--- config.mk ---
export PLATFORM = sky130hd
export DESIGN_NAME = lab5_fetch
export DESIGN_NICKNAME = d
export VERILOG_FILES = /design/src/rtl/lab5_fetch.sv
export SDC_FILE = /design/constraint.sdc
export NUM_CORES = 1
export LEC_CHECK = 0
export ABC_AREA = 1
export BUFFER_PORTS_ARGS = -buffer_cell sky130_fd_sc_hd__buf_2
export CAP_MARGIN = 20
export CELL_PAD_IN_SITES_DETAIL_PLACEMENT = 1
export CELL_PAD_IN_SITES_GLOBAL_PLACEMENT = 2
export CORE_MARGIN = 10
export CORE_UTILIZATION = 30
export CTS_CLUSTER_SIZE = 20
export DETAILED_ROUTE_END_ITERATION = 8
export GPL_TIMING_DRIVEN = 0
export PLACE_DENSITY_LB_ADDON = 0.3
export SYNTH_ARGS = -nofsm -noshare
export SYNTH_HDL_FRONTEND = slang
export SYNTH_SLANG_ARGS = --single-unit
--- constraint.sdc ---
create_clock -name i_clk -period 2.4 [get_ports i_clk]
set_input_delay 0.48 -clock i_clk [delete_from_list [all_inputs] [get_ports i_clk]]
set_output_delay 0.48 -clock i_clk [all_outputs]
set_load 0.02 [all_outputs]
--- src/rtl/lab5_fetch.sv ---
// lab5_fetch: instruction fetch stage for the lab 5 16-bit CPU.
// Owns the PC, drives the byte address into the 128x16 instruction memory
// (combinational read), and captures each word into the IF/ID register.
// Handles decode stalls, execute-stage redirects/flushes and HALT detection.
//
// Flow control: the IF/ID register is offered to decode with o_valid; decode
// applies backpressure by raising i_stall, which freezes the whole stage
// (PC, IF/ID, counter). A redirect (i_br_taken) overrides a stall, and a
// stall overrides the halt bookkeeping. o_iaddr depends on the PC register
// only, so there is no combinational path from i_stall or i_br_taken.
module lab5_fetch #(
  parameter logic [7:0]  RESET_PC  = 8'h00,
  parameter logic [15:0] HALT_WORD = 16'h0001
) (
  input  logic        i_clk,
  input  logic        i_rst_n,
  output logic [7:0]  o_iaddr,
  input  logic [15:0] i_idata,
  input  logic        i_stall,
  input  logic        i_br_taken,
  input  logic [7:0]  i_br_target,
  output logic [15:0] o_instr_out,
  output logic [7:0]  o_pc_out,
  output logic        o_valid,
  output logic        o_halted,
  output logic [15:0] o_fetch_count,
  output logic        o_dbg_state
);

  typedef enum logic {
    ST_RUN  = 1'b0,
    ST_HALT = 1'b1
  } state_t;

  state_t      r_state;
  state_t      w_state_nxt;
  logic [7:0]  r_pc;
  logic [15:0] r_instr;
  logic [7:0]  r_pc_out;
  logic        r_valid;
  logic [15:0] r_count;

  logic [7:0]  w_pc_nxt;
  logic [15:0] w_instr_nxt;
  logic [7:0]  w_pc_out_nxt;
  logic        w_valid_nxt;
  logic [15:0] w_count_nxt;
  logic [7:0]  w_pc_plus2;
  logic        w_is_halt;

  // PC arithmetic wraps modulo 256, so 8'hFE + 2 lands on 8'h00.
  assign w_pc_plus2 = r_pc + 8'd2;
  assign w_is_halt  = (i_idata == HALT_WORD);

  // State register: RUN fetches, HALT parks the PC on the HALT word.
  always_ff @(posedge i_clk or negedge i_rst_n) begin
    if (!i_rst_n) begin
      r_state <= ST_RUN;
    end else begin
      r_state <= w_state_nxt;
    end
  end

  // Next-state and datapath decisions: branch > stall > halt > fetch.
  always_comb begin
    w_state_nxt  = r_state;
    w_pc_nxt     = r_pc;
    w_instr_nxt  = r_instr;
    w_pc_out_nxt = r_pc_out;
    w_valid_nxt  = r_valid;
    w_count_nxt  = r_count;
    if (i_br_taken) begin
      // Flush IF/ID; any HALT sitting there is younger than the branch.
      w_pc_nxt    = {i_br_target[7:1], 1'b0};
      w_valid_nxt = 1'b0;
      w_state_nxt = ST_RUN;
    end else if (i_stall) begin
      // Hold everything.
    end else if (r_state == ST_HALT) begin
      // The HALT word was presented for one cycle; retire it.
      w_valid_nxt = 1'b0;
    end else begin
      w_instr_nxt  = i_idata;
      w_pc_out_nxt = w_pc_plus2;
      w_valid_nxt  = 1'b1;
      w_count_nxt  = (r_count == 16'hFFFF) ? r_count : r_count + 16'd1;
      if (w_is_halt) begin
        w_state_nxt = ST_HALT;
      end else begin
        w_pc_nxt = w_pc_plus2;
      end
    end
  end

  // PC, IF/ID register and fetch counter.
  always_ff @(posedge i_clk or negedge i_rst_n) begin
    if (!i_rst_n) begin
      r_pc     <= {RESET_PC[7:1], 1'b0};
      r_instr  <= 16'h0000;
      r_pc_out <= 8'h00;
      r_valid  <= 1'b0;
      r_count  <= 16'h0000;
    end else begin
      r_pc     <= w_pc_nxt;
      r_instr  <= w_instr_nxt;
      r_pc_out <= w_pc_out_nxt;
      r_valid  <= w_valid_nxt;
      r_count  <= w_count_nxt;
    end
  end

  assign o_iaddr       = r_pc;
  assign o_instr_out   = r_instr;
  assign o_pc_out      = r_pc_out;
  assign o_valid       = r_valid;
  assign o_halted      = (r_state == ST_HALT);
  assign o_fetch_count = r_count;
  assign o_dbg_state   = r_state;

endmodule

======== After elaboration in Yosys (flattened, before gate mapping) ========
Index checks and enable logic that the tools add are counted.
word-level totals
  bits in registers ....................... 50
  bits of input ports ..................... 28
cells by class
  muxes and demuxes ....................... 11
  eq/ne operators ......................... 5
  bitwise operators ....................... 4
  add/subtract/negate cells ............... 2
  reductions and logical operators ........ 3
operators by type and width
  operator                 count
  $mux W8                  4
  $add A16 B1 Y16 const B  1
  $eq A16 B1 Y1 const B    1
  $eq A16 B16 Y1 const B   1
  $add A8 B2 Y8 const B    1
  $mux W1                  7
  $reduce_and A3 Y1        2
  $ne A2 B2 Y1 const B     2
  $not A1 Y1               4
  $reduce_and A4 Y1        1
  $ne A2 B1 Y1 const B     1

======== Longest topological paths before layout ========
Gate-level depths: netlist of run 1.
  depth in word-level cells ............... 5
  depth in mapped cells ................... 9
  depth with buffers taken out ............ 9

======== Worst setup path after synthesis of run 1 ========
OpenSTA, ideal clock, no wires.
  kind .................................... flip-flop to flip-flop
  start point ............................. register r_count[1] (netlist: o_fetch_count[1])
  end point ............................... register r_count[0] (netlist: o_fetch_count[0])
  arrival ................................. 1433 ps
  setup slack ............................. 850 ps
  cell stages (with the launch flop) ...... 10
  setup time .............................. 117 ps
  required time ........................... 2283 ps
  path buffers ............................ 1
  cells stage by stage .................... dfrtp_1 ha_1 nand3_2 clkinv_2 nand3_4 nor2_2 nor2_4 buf_6 nand2_1 nand2_1
on the way
  word-level cells in the longest chain between the ends .. 3
RTL lines
  item                         RTL line  RTL
  from (decl)                  41        logic [15:0] r_count;
  from (signal assigned)       108       r_count <= w_count_nxt;
  $eq A16 B16 Y1               86        w_count_nxt = (r_count == 16'hFFFF) ? r_count : r_count + 16'd1;
  $not A1 Y1 (no line)         -
  $reduce_and A4 Y1 (no line)  -
Every way passes these cells.
A chain may end at the register's enable or synchronous reset.

======== Final worst setup path of run 1 ========
  start point ............................. register r_count[0] (netlist: o_fetch_count[0])
  end point ............................... register r_count[13] (netlist: o_fetch_count[13])
on the way
  word-level cells in the longest chain between the ends .. 3
  elaborated cells between the ends (all ways) .. 4
  those cells by class .................... add/sub (1); eq/ne (1); bitwise (1); reduce/logical (1)
RTL lines
  item
  parallel branches: the longest is 3 deep, another holds $add A16 B1 Y16
Parallel ways; which one is timed is not known.

==> results.sh, run 1 <==
export IMPL_synth_compound_area_share_pct=3.91
export IMPL_clock_latency_ps=310
export IMPL_wl_per_cell_um=14.3
export IMPL_globalplace_congestion=0.740
export IMPL_cpLargestDelayFamily="flip-flops"
export IMPL_start_kind="register"
export IMPL_cts_setup_buffers=0
export IMPL_status="completed"
export IMPL_synth_xor_area_share_pct=2.78
export IMPL_first_pass_iters=4
export IMPL_drcViolationCount=0
export IMPL_cts_clk_slew_worst_paths_ps=100
export IMPL_fin_nets=454
export IMPL_drt_iter0_drc=60
export IMPL_io_pins=79
export IMPL_hpwlAfterDp_um=6010
export IMPL_ys_warn_count=0
export IMPL_wirelength_um=7580
export IMPL_synth_cell_types=27
export IMPL_initial_utilization_pct=30.7
export IMPL_cp_slowest_cell="dfrtp_1"
export IMPL_root_buffer="clkbuf_8"
export IMPL_cts_sinks=48
export IMPL_rsz0062_at_grt="no"
export IMPL_grt_pass1_vias=2622
export IMPL_core_mm2=0.00822
export IMPL_rows=33
export IMPL_antenna_cells=0
export IMPL_avgSynthCellArea_um2=7.40
export IMPL_arrival_ps=1870
export IMPL_final_cell_mix="171 x nand2_1, 78 x buf_2, 48 x dfrtp_1, 27 x nor2_1, 20 x nand3_1"
export IMPL_crit_required_ps=2650
export IMPL_slowest_delay_ps=430
export IMPL_final_layout_size_suffix_gt1_share_pct=24.9
export IMPL_finalCriticalPeriod_ps=1620
export IMPL_cp_common_cell="nand2_1"
export IMPL_cts_htree_levels=2
export IMPL_cts_hold_buf=0
export IMPL_ys_seq_area_share_pct=47.6
export IMPL_dieArea_mm2=0.0125
export IMPL_power_density_mw_per_mm2=688
export IMPL_cap_violations=0
export IMPL_fin_crit_sh_pct=67.4
export IMPL_grt_pass1_wl_um=13100
export IMPL_grt_ovfl_total=0
export IMPL_fillers=1053
export IMPL_peakVddDrop_mv=0.285
export IMPL_num_vias=2414
export IMPL_die_y_um=112
export IMPL_synthMuxAreaShare_pct=0
export IMPL_clock_path_buffers=2
export IMPL_grt_usage_pct=12.4
export IMPL_via_per_inst=4.55
export IMPL_path_cells="ha_1 -> nand3_2 -> clkinv_2 -> nand3_4 -> o21ai_4 -> buf_6 -> nand2_1 -> nand2_1"
export IMPL_path_max_fanout=10
export IMPL_layout_setup_ws_ps=781
export IMPL_synth_cell_area_mm2=0.00252
export IMPL_fp_dieW_um=112
export IMPL_fmax_mhz=618
export IMPL_synth_top_family_by_area="simple AND/OR/NAND/NOR gates"
export IMPL_place_ws_ps=588
export IMPL_grt_max_degree=38
export IMPL_antenna_found_initial=0
export IMPL_hold_path_class="input pin to asynchronous set/reset pin"
export IMPL_cts_tree="yes"
export IMPL_numCtsBuffers=5
export IMPL_cp_num_buf_inv=2
export IMPL_setup_viol=0
export IMPL_p_leak_nw=1.72
export IMPL_tns_ps=0
export IMPL_finalMaxSlewViolations=0
export IMPL_synth_cells=341
export IMPL_fin_worst_skew_ps=12.3
export IMPL_endpoint_kind="register"
export IMPL_port_buffers=74
export IMPL_hold_viol=0
export IMPL_area_delta_synth_final_pct=24.5
export IMPL_ys_ff_latch=48
export IMPL_crit_path_start="o_fetch_count[0]"
export IMPL_synth_simple_area_share_pct=38.4
export IMPL_crit_type="register to register"
export IMPL_cts_resized=0
export IMPL_reg2reg_from="o_fetch_count[0]"
export IMPL_final_common_cell="nand2_1"
export IMPL_synthAdderAreaFrac_pct=0.991
export IMPL_ant_nets=0
-- registers in the layout, indices dropped and copies added (netlist names) --
signal	count
o_fetch_count	16
o_instr_out	16
o_iaddr	7
o_pc_out	7
o_dbg_state	1
o_valid	1
-- worst paths after layout --
kind                                      to  slack [ps]  depth (start not counted)
setup / recovery           o_fetch_count[13]         780                          8
hold / removal              o_fetch_count[0]          50                          1
setup reg to reg           o_fetch_count[13]         780                          8
hold reg to reg                  o_pc_out[4]         490                          2
max in group asynchronous  o_fetch_count[12]        1840                          2
min in group i_clk               o_dbg_state         350                          2
-- worst register-to-register path, delay by kind of cell (launching register included) --
family / cells / cell delay, ps
adders and majority gates: 1 / 280
buffers and inverters: 2 / 290
and+or+nand+nor: 4 / 350
DFF: 1 / 430
AOI/OAI and AO/OA: 1 / 220
-- final cells by class --
type | instances | area (µm²) | share of cell area [%]
Tap cell | 105 | 131 | 4.18
Clock inverter | 3 | 23.8 | 0.756
Sequential cell | 48 | 1200 | 38.2
Timing Repair Buffer | 75 | 390 | 12.4
Inverter | 21 | 80.1 | 2.55
Multi-Input combinational cell | 262 | 1170 | 37.3
Buffer | 11 | 76.3 | 2.43
Clock buffer | 5 | 68.8 | 2.19
-- synth_stat cells, drive strengths merged --
library cell  count  share of area (%)
a21oi             1               0.20
a31oi             2               0.50
buf              10                2.9
clkbuf            1               0.15
clkinv            1               0.20
conb              1               0.15
dfrtp            48                 48
ha                2               0.99
inv              20                3.0
nand2           173                 26
nand3            22                5.1
nand3b            1               0.30
nand4             6                1.5
nor2             32                5.6
o21ai            11                2.6
o21bai            2               0.59
xnor2             5                1.7
xor2              3                1.0
-- through the flow --
step           hold slack (ps)  cells  area, µm²  total power, mW  utilization [%]
2_1_floorplan              184    342       2530             1.42                -
3_3_place_gp               458    521       3030             1.67             36.9
3_5_place_dp               399    522       3050             1.69             37.1
4_1_cts                   58.6    530       3140             2.21             38.3
5_1_grt                   71.7    530       3140             2.32             38.3
6_report                  48.9    530       3140             2.16             38.3
-- power breakdown --
| part | switching [mW] | total (mW) | internal, mW |
|---|---|---|---|
| combinational | 0.396 | 0.607 | 0.211 |
| clock | 0.304 | 0.511 | 0.207 |
| sequential | 0.118 | 1.04 | 0.927 |
| total | 0.817 | 2.16 | 1.34 |
-- cell families after synthesis --
kind of cell / count (synthesis)
AOI/OAI and AO/OA: 16
and+or+nand+nor: 234
xor gates and xnor gates: 8
DFF: 48
other: 1
adders and majority gates: 2
buffers and inverters: 32
-- per-layer routing --
layer	vias up	GRT usage, %	wire (µm)
met5	-	0	0
met4	0	3.08	78
met3	7	3.17	333
met2	43	22.3	3870
met1	1147	14.2	3300
li1	1217	-	-
Power figures use the tool's default switching activity.
==> run 2, diff against run 1 <==
CORE_UTILIZATION = 28   (was 30)
clock period = 1.6 ns   (was 2.4 ns; I/O delays follow)
==> results.sh, run 2 (same netlist as run 1, synthesis figures left out) <==
export IMPL_fmax_mhz=666
export IMPL_wl_per_cell_um=14.7
export IMPL_path_cells="ha_4 -> nand3_2 -> clkinv_2 -> nand3_4 -> nor2_2 -> nor2_4 -> buf_6 -> nand2_1 -> nand2_1"
export IMPL_finalCriticalPeriod_ps=1500
export IMPL_cp_common_cell="nand2_1"
export IMPL_final_cell_mix="171 x nand2_1, 78 x buf_2, 44 x dfrtp_1, 25 x nor2_1, 20 x nand3_1"
export IMPL_cpLargestDelayFamily="simple AND/OR/NAND/NOR gates"
export IMPL_status="completed"
export IMPL_grt_ovfl_total=0
export IMPL_endpoint_kind="register"
export IMPL_cp_slowest_cell="dfrtp_1"
export IMPL_core_mm2=0.00876
export IMPL_fillers=1129
export IMPL_hpwlAfterDp_um=6200
export IMPL_p_leak_nw=1.77
export IMPL_die_y_um=115
export IMPL_cts_sinks=48
export IMPL_holdCritStartpoint="i_stall"
export IMPL_tightest_slew_ps=504
export IMPL_cts_htree_levels=2
export IMPL_fin_nets=462
export IMPL_first_pass_iters=4
export IMPL_clock_path_buffers=2
export IMPL_cap_violations=0
export IMPL_peakVddDrop_mv=0.457
export IMPL_grt_usage_pct=12.0
export IMPL_dp_cells=525
export IMPL_clock_latency_ps=300
export IMPL_start_kind="register"
export IMPL_via_per_inst=4.53
export IMPL_reg2reg_from="o_fetch_count[0]"
export IMPL_drcViolationCount=0
export IMPL_numCtsBuffers=5
export IMPL_wirelength_um=7940
export IMPL_cts_clk_slew_worst_paths_ps=90
export IMPL_initial_utilization_pct=28.8
export IMPL_grt_pass1_wl_um=12900
export IMPL_final_cell_area_mm2=0.00325
export IMPL_dieArea_mm2=0.0132
export IMPL_final_layout_size_suffix_gt1_share_pct=27.5
export IMPL_grt_pass1_vias=2633
export IMPL_rows=34
export IMPL_port_buffers=74
export IMPL_setup_viol=0
export IMPL_slew_headroom_pct=66.4
export IMPL_fin_worst_skew_ps=5.47
export IMPL_num_vias=2450
export IMPL_grt_max_degree=31
export IMPL_crit_path_start="o_fetch_count[0]"
export IMPL_area_delta_synth_final_pct=28.6
export IMPL_fin_cells=541
export IMPL_path_max_fanout=10
export IMPL_hold_viol=0
export IMPL_antenna_found_initial=0
export IMPL_cp_num_buf_inv=2
export IMPL_crit_type="register to register"
export IMPL_slowest_delay_ps=430
export IMPL_drt_iter0_drc=64
export IMPL_placedInstanceArea_mm2=0.00305
export IMPL_ant_nets=0
export IMPL_final_common_cell="nand2_1"
export IMPL_power_density_mw_per_mm2=1060
export IMPL_crit_required_ps=1840
export IMPL_fp_dieW_um=115
export IMPL_root_buffer="clkbuf_8"
export IMPL_arrival_ps=1740
export IMPL_finalMaxSlewViolations=0
export IMPL_hold_path_class="input pin to register"
export IMPL_cts_tree="yes"
export IMPL_globalplace_congestion=0.747
export IMPL_io_pins=79
export IMPL_fin_crit_sh_pct=93.9
export IMPL_antenna_cells=0
[run 2: layer usage]
metal / up-vias / part of all wire [%] / routed length [µm] / global-route usage [%]
met1: 1161 / 43 / 3380 / 14.0
li1: 1232 / - / - / -
met3: 4 / 5.8 / 457 / 3.39
met2: 53 / 51 / 4040 / 20.9
met5: - / 0 / 0 / 0
met4: 0 / 0.77 / 61 / 3.14
[run 2: final cells by class]
| type | count | area, µm² | area share [%] |
|---|---|---|---|
| inverters | 21 | 80.1 | 2.47 |
| clock inverters | 2 | 35.0 | 1.08 |
| repair buffers | 83 | 453 | 13.9 |
| plain buffers | 11 | 76.3 | 2.35 |
| multi-input cells | 262 | 1190 | 36.6 |
| well taps | 108 | 135 | 4.16 |
| flip-flops and latches | 48 | 1210 | 37.1 |
| clock buffers | 6 | 72.6 | 2.24 |
[run 2: what timing repair did]
action | in CTS | in global routing
endpoints found under the hold margin | 13 | 0
endpoints found under the setup margin | 11 | 32
resized for setup | 1 | 7
pin swaps | 0 | 1
hold buffers | 1 | 0
setup buffers | 2 | 5
[run 2: worst register-to-register path: cells and delay by family, from the launching register on]
kind                       cells  cell delay [ps]
and+or+nand+nor                6              560
DFF                            1              430
buffers and inverters          2              270
adders and majority gates      1              200
[run 2: per-stage QoR]
stage	utilization (%)	hold slack [ps]	worst slack (ps)	setup TNS (ps)	power [mW]
finish	37.1	228	97.9	0	3.44
global route	37.1	218	-29.2	-100	3.69
CTS	36.4	204	9.21	0	3.47
detailed placement	34.9	328	-57.5	-309	2.54
global placement	34.6	458	-26.2	-64.5	2.51
floorplan	-	24.4	50.1	0	2.13
[run 2: path summary, 6_finish.rpt]
| path | endpoint | slack (ps) | cells past startpoint |
|---|---|---|---|
| setup / recovery | o_fetch_count[6] | 100 | 9 |
| hold / removal | o_dbg_state | 230 | 2 |
| setup reg to reg | o_fetch_count[6] | 100 | 9 |
| hold reg to reg | o_instr_out[8] | 480 | 2 |
| max in group asynchronous | o_fetch_count[3] | 540 | 3 |
| min in group asynchronous | o_fetch_count[0] | 520 | 2 |
[run 2: where the power goes]
| part | leakage [nW] | internal, mW | total (mW) | switching, mW |
|---|---|---|---|---|
| Combinational | 1.11 | 0.365 | 0.987 | 0.622 |
| Sequential | 0.610 | 1.40 | 1.58 | 0.180 |
| Clock | 0.0552 | 0.465 | 0.877 | 0.412 |
| Total | 1.77 | 2.23 | 3.44 | 1.21 |
==> run 3, diff against run 2 <==
clock period = 1.4 ns   (was 1.6 ns; I/O delays follow)
==> results.sh, run 3 (same netlist as run 1, synthesis figures left out) <==
export IMPL_final_layout_size_suffix_gt1_share_pct=36.3
export IMPL_hold_path_class="input pin to register"
export IMPL_peakVddDrop_mv=0.426
export IMPL_r2r_end="o_fetch_count[14]"
export IMPL_cap_violations=0
export IMPL_slowest_delay_ps=450
export IMPL_grt_max_degree=26
export IMPL_via_per_inst=4.58
export IMPL_area_delta_synth_final_pct=37.5
export IMPL_reg2reg_from="o_fetch_count[0]"
export IMPL_timing_hold_ws_ps=187
export IMPL_cts_tree="yes"
export IMPL_power_density_mw_per_mm2=1160
export IMPL_wl_per_cell_um=14.7
export IMPL_port_buffers=74
export IMPL_slew_headroom_pct=61.1
export IMPL_cts_htree_levels=2
export IMPL_p_total_mw=4.02
export IMPL_globalplace_congestion=0.711
export IMPL_crit_required_ps=1640
export IMPL_grt_pass1_vias=2659
export IMPL_final_cell_area_mm2=0.00347
export IMPL_fp_dieW_um=115
export IMPL_holdCritStartpoint="i_idata[12]"
export IMPL_hpwlAfterDp_um=6230
export IMPL_path_max_fanout=5
export IMPL_drcViolationCount=0
export IMPL_drt_iter0_drc=95
export IMPL_start_kind="register"
export IMPL_path_cells="ha_4 -> nand3_4 -> clkinv_4 -> nand3_4 -> nor2_4 -> nor2_4 -> buf_6 -> nand2_2 -> nand2_1"
export IMPL_numCtsBuffers=5
export IMPL_cts_sinks=48
export IMPL_final_cell_mix="154 x nand2_1, 77 x buf_2, 35 x dfrtp_1, 23 x nor2_1, 21 x buf_4"
export IMPL_crit_type="register to register"
export IMPL_wirelength_um=8150
export IMPL_status="completed"
export IMPL_core_mm2=0.00876
export IMPL_io_pins=79
export IMPL_dp_cells=525
export IMPL_ant_nets=0
export IMPL_grt_ovfl_total=0
export IMPL_die_y_um=115
export IMPL_cp_slowest_cell="dfrtp_2"
export IMPL_num_vias=2539
export IMPL_grt_pass1_wl_um=13300
export IMPL_finalMaxSlewViolations=0
export IMPL_rows=34
export IMPL_crit_end="o_fetch_count[14]"
export IMPL_crit_path_start="o_fetch_count[0]"
export IMPL_antenna_found_initial=0
export IMPL_first_pass_iters=4
export IMPL_hold_viol=0
export IMPL_clock_path_buffers=2
export IMPL_fin_crit_sh_pct=98.8
export IMPL_arrival_ps=1620
export IMPL_r2r_slack_ps=20
export IMPL_placedInstanceArea_mm2=0.00307
export IMPL_fin_cells=554
export IMPL_fin_worst_skew_ps=7.33
export IMPL_dieArea_mm2=0.0132
export IMPL_root_buffer="clkbuf_8"
export IMPL_fmax_mhz=723
export IMPL_final_common_cell="nand2_1"
export IMPL_finalCriticalPeriod_ps=1380
export IMPL_tightest_slew_ps=583
export IMPL_reg2reg_depth=9
export IMPL_rsz0062_at_grt="yes"
export IMPL_cts_clk_slew_worst_paths_ps=100
export IMPL_grt_usage_pct=12.3
export IMPL_fin_nets=475
export IMPL_setup_viol=0
export IMPL_endpoint_kind="register"
export IMPL_p_leak_nw=1.85
export IMPL_clock_latency_ps=300
export IMPL_initial_utilization_pct=28.8
export IMPL_antenna_cells=0
==> run 3: cell types whose count changed in the layout (fill, tap and decap cells not counted), moves of 3 or more <==
cell and change:
buf_4 +10, buf_6 +3, dfrtp_1 -9, dfrtp_2 +9, nand2_1 -17, nand2_2 +15, nor2_4 +3
==> run 3: cell type report <==
type / instances / area (µm²)
Fill cell: 1097 / 5290
Timing Repair Buffer: 96 / 558
Inverter: 21 / 83.8
Buffer: 11 / 82.6
Tap cell: 108 / 135
Clock inverter: 2 / 35.0
Sequential cell: 48 / 1220
Multi-Input combinational cell: 262 / 1290
Clock buffer: 6 / 72.6
==> run 3: how the worst min path moves through the flow <==
stage	end	slack, ps	depth (start not counted)
2_1_floorplan	o_dbg_state	-20	0
3_3_place_gp	o_instr_out[7]	460	2
3_5_place_dp	o_fetch_count[9]	320	1
4_1_cts	o_instr_out[9]	180	3
5_1_grt	o_instr_out[6]	180	3
6_report	o_instr_out[12]	190	3
==> run 3: where the power goes <==
group	leakage, nW	switching (mW)	internal (mW)
combinational	1.19	0.752	0.462
clock	0.0552	0.470	0.531
sequential	0.596	0.202	1.60
total	1.85	1.42	2.59
==> run 3: through the flow <==
stage	setup TNS [ps]	setup WS, ps	util, %
4_1_cts	-72.7	-24.8	37.9
3_5_place_dp	-3670	-251	35.0
2_1_floorplan	0	1.06	-
6_report	0	16.8	39.6
5_1_grt	-870	-81.4	39.6
3_3_place_gp	-3280	-286	34.8
==> run 3: metal layers <==
layer  wire [µm]  global-route usage [%]
met1        3380                    14.3
met2        4360                    22.4
met3         350                    2.92
met4          68                    2.48
met5           0                       0
==> run 3: worst max-delay path: cells and delay by family (launching register included) <==
family	cells	cell delay [ps]
and+or+nand+nor	6	470
DFF	1	450
buffers and inverters	2	220
adders and majority gates	1	180
==> run 3: repair_timing <==
item | 4_1_cts | 5_1_grt
hold endpoints to repair | 23 | 0
pin swaps | 5 | 9
gates resized for setup | 15 | 33
hold buffers | 1 | 0
buffers inserted | 12 | 7
cloned | 1 | 0
setup endpoints to repair | 33 | 44
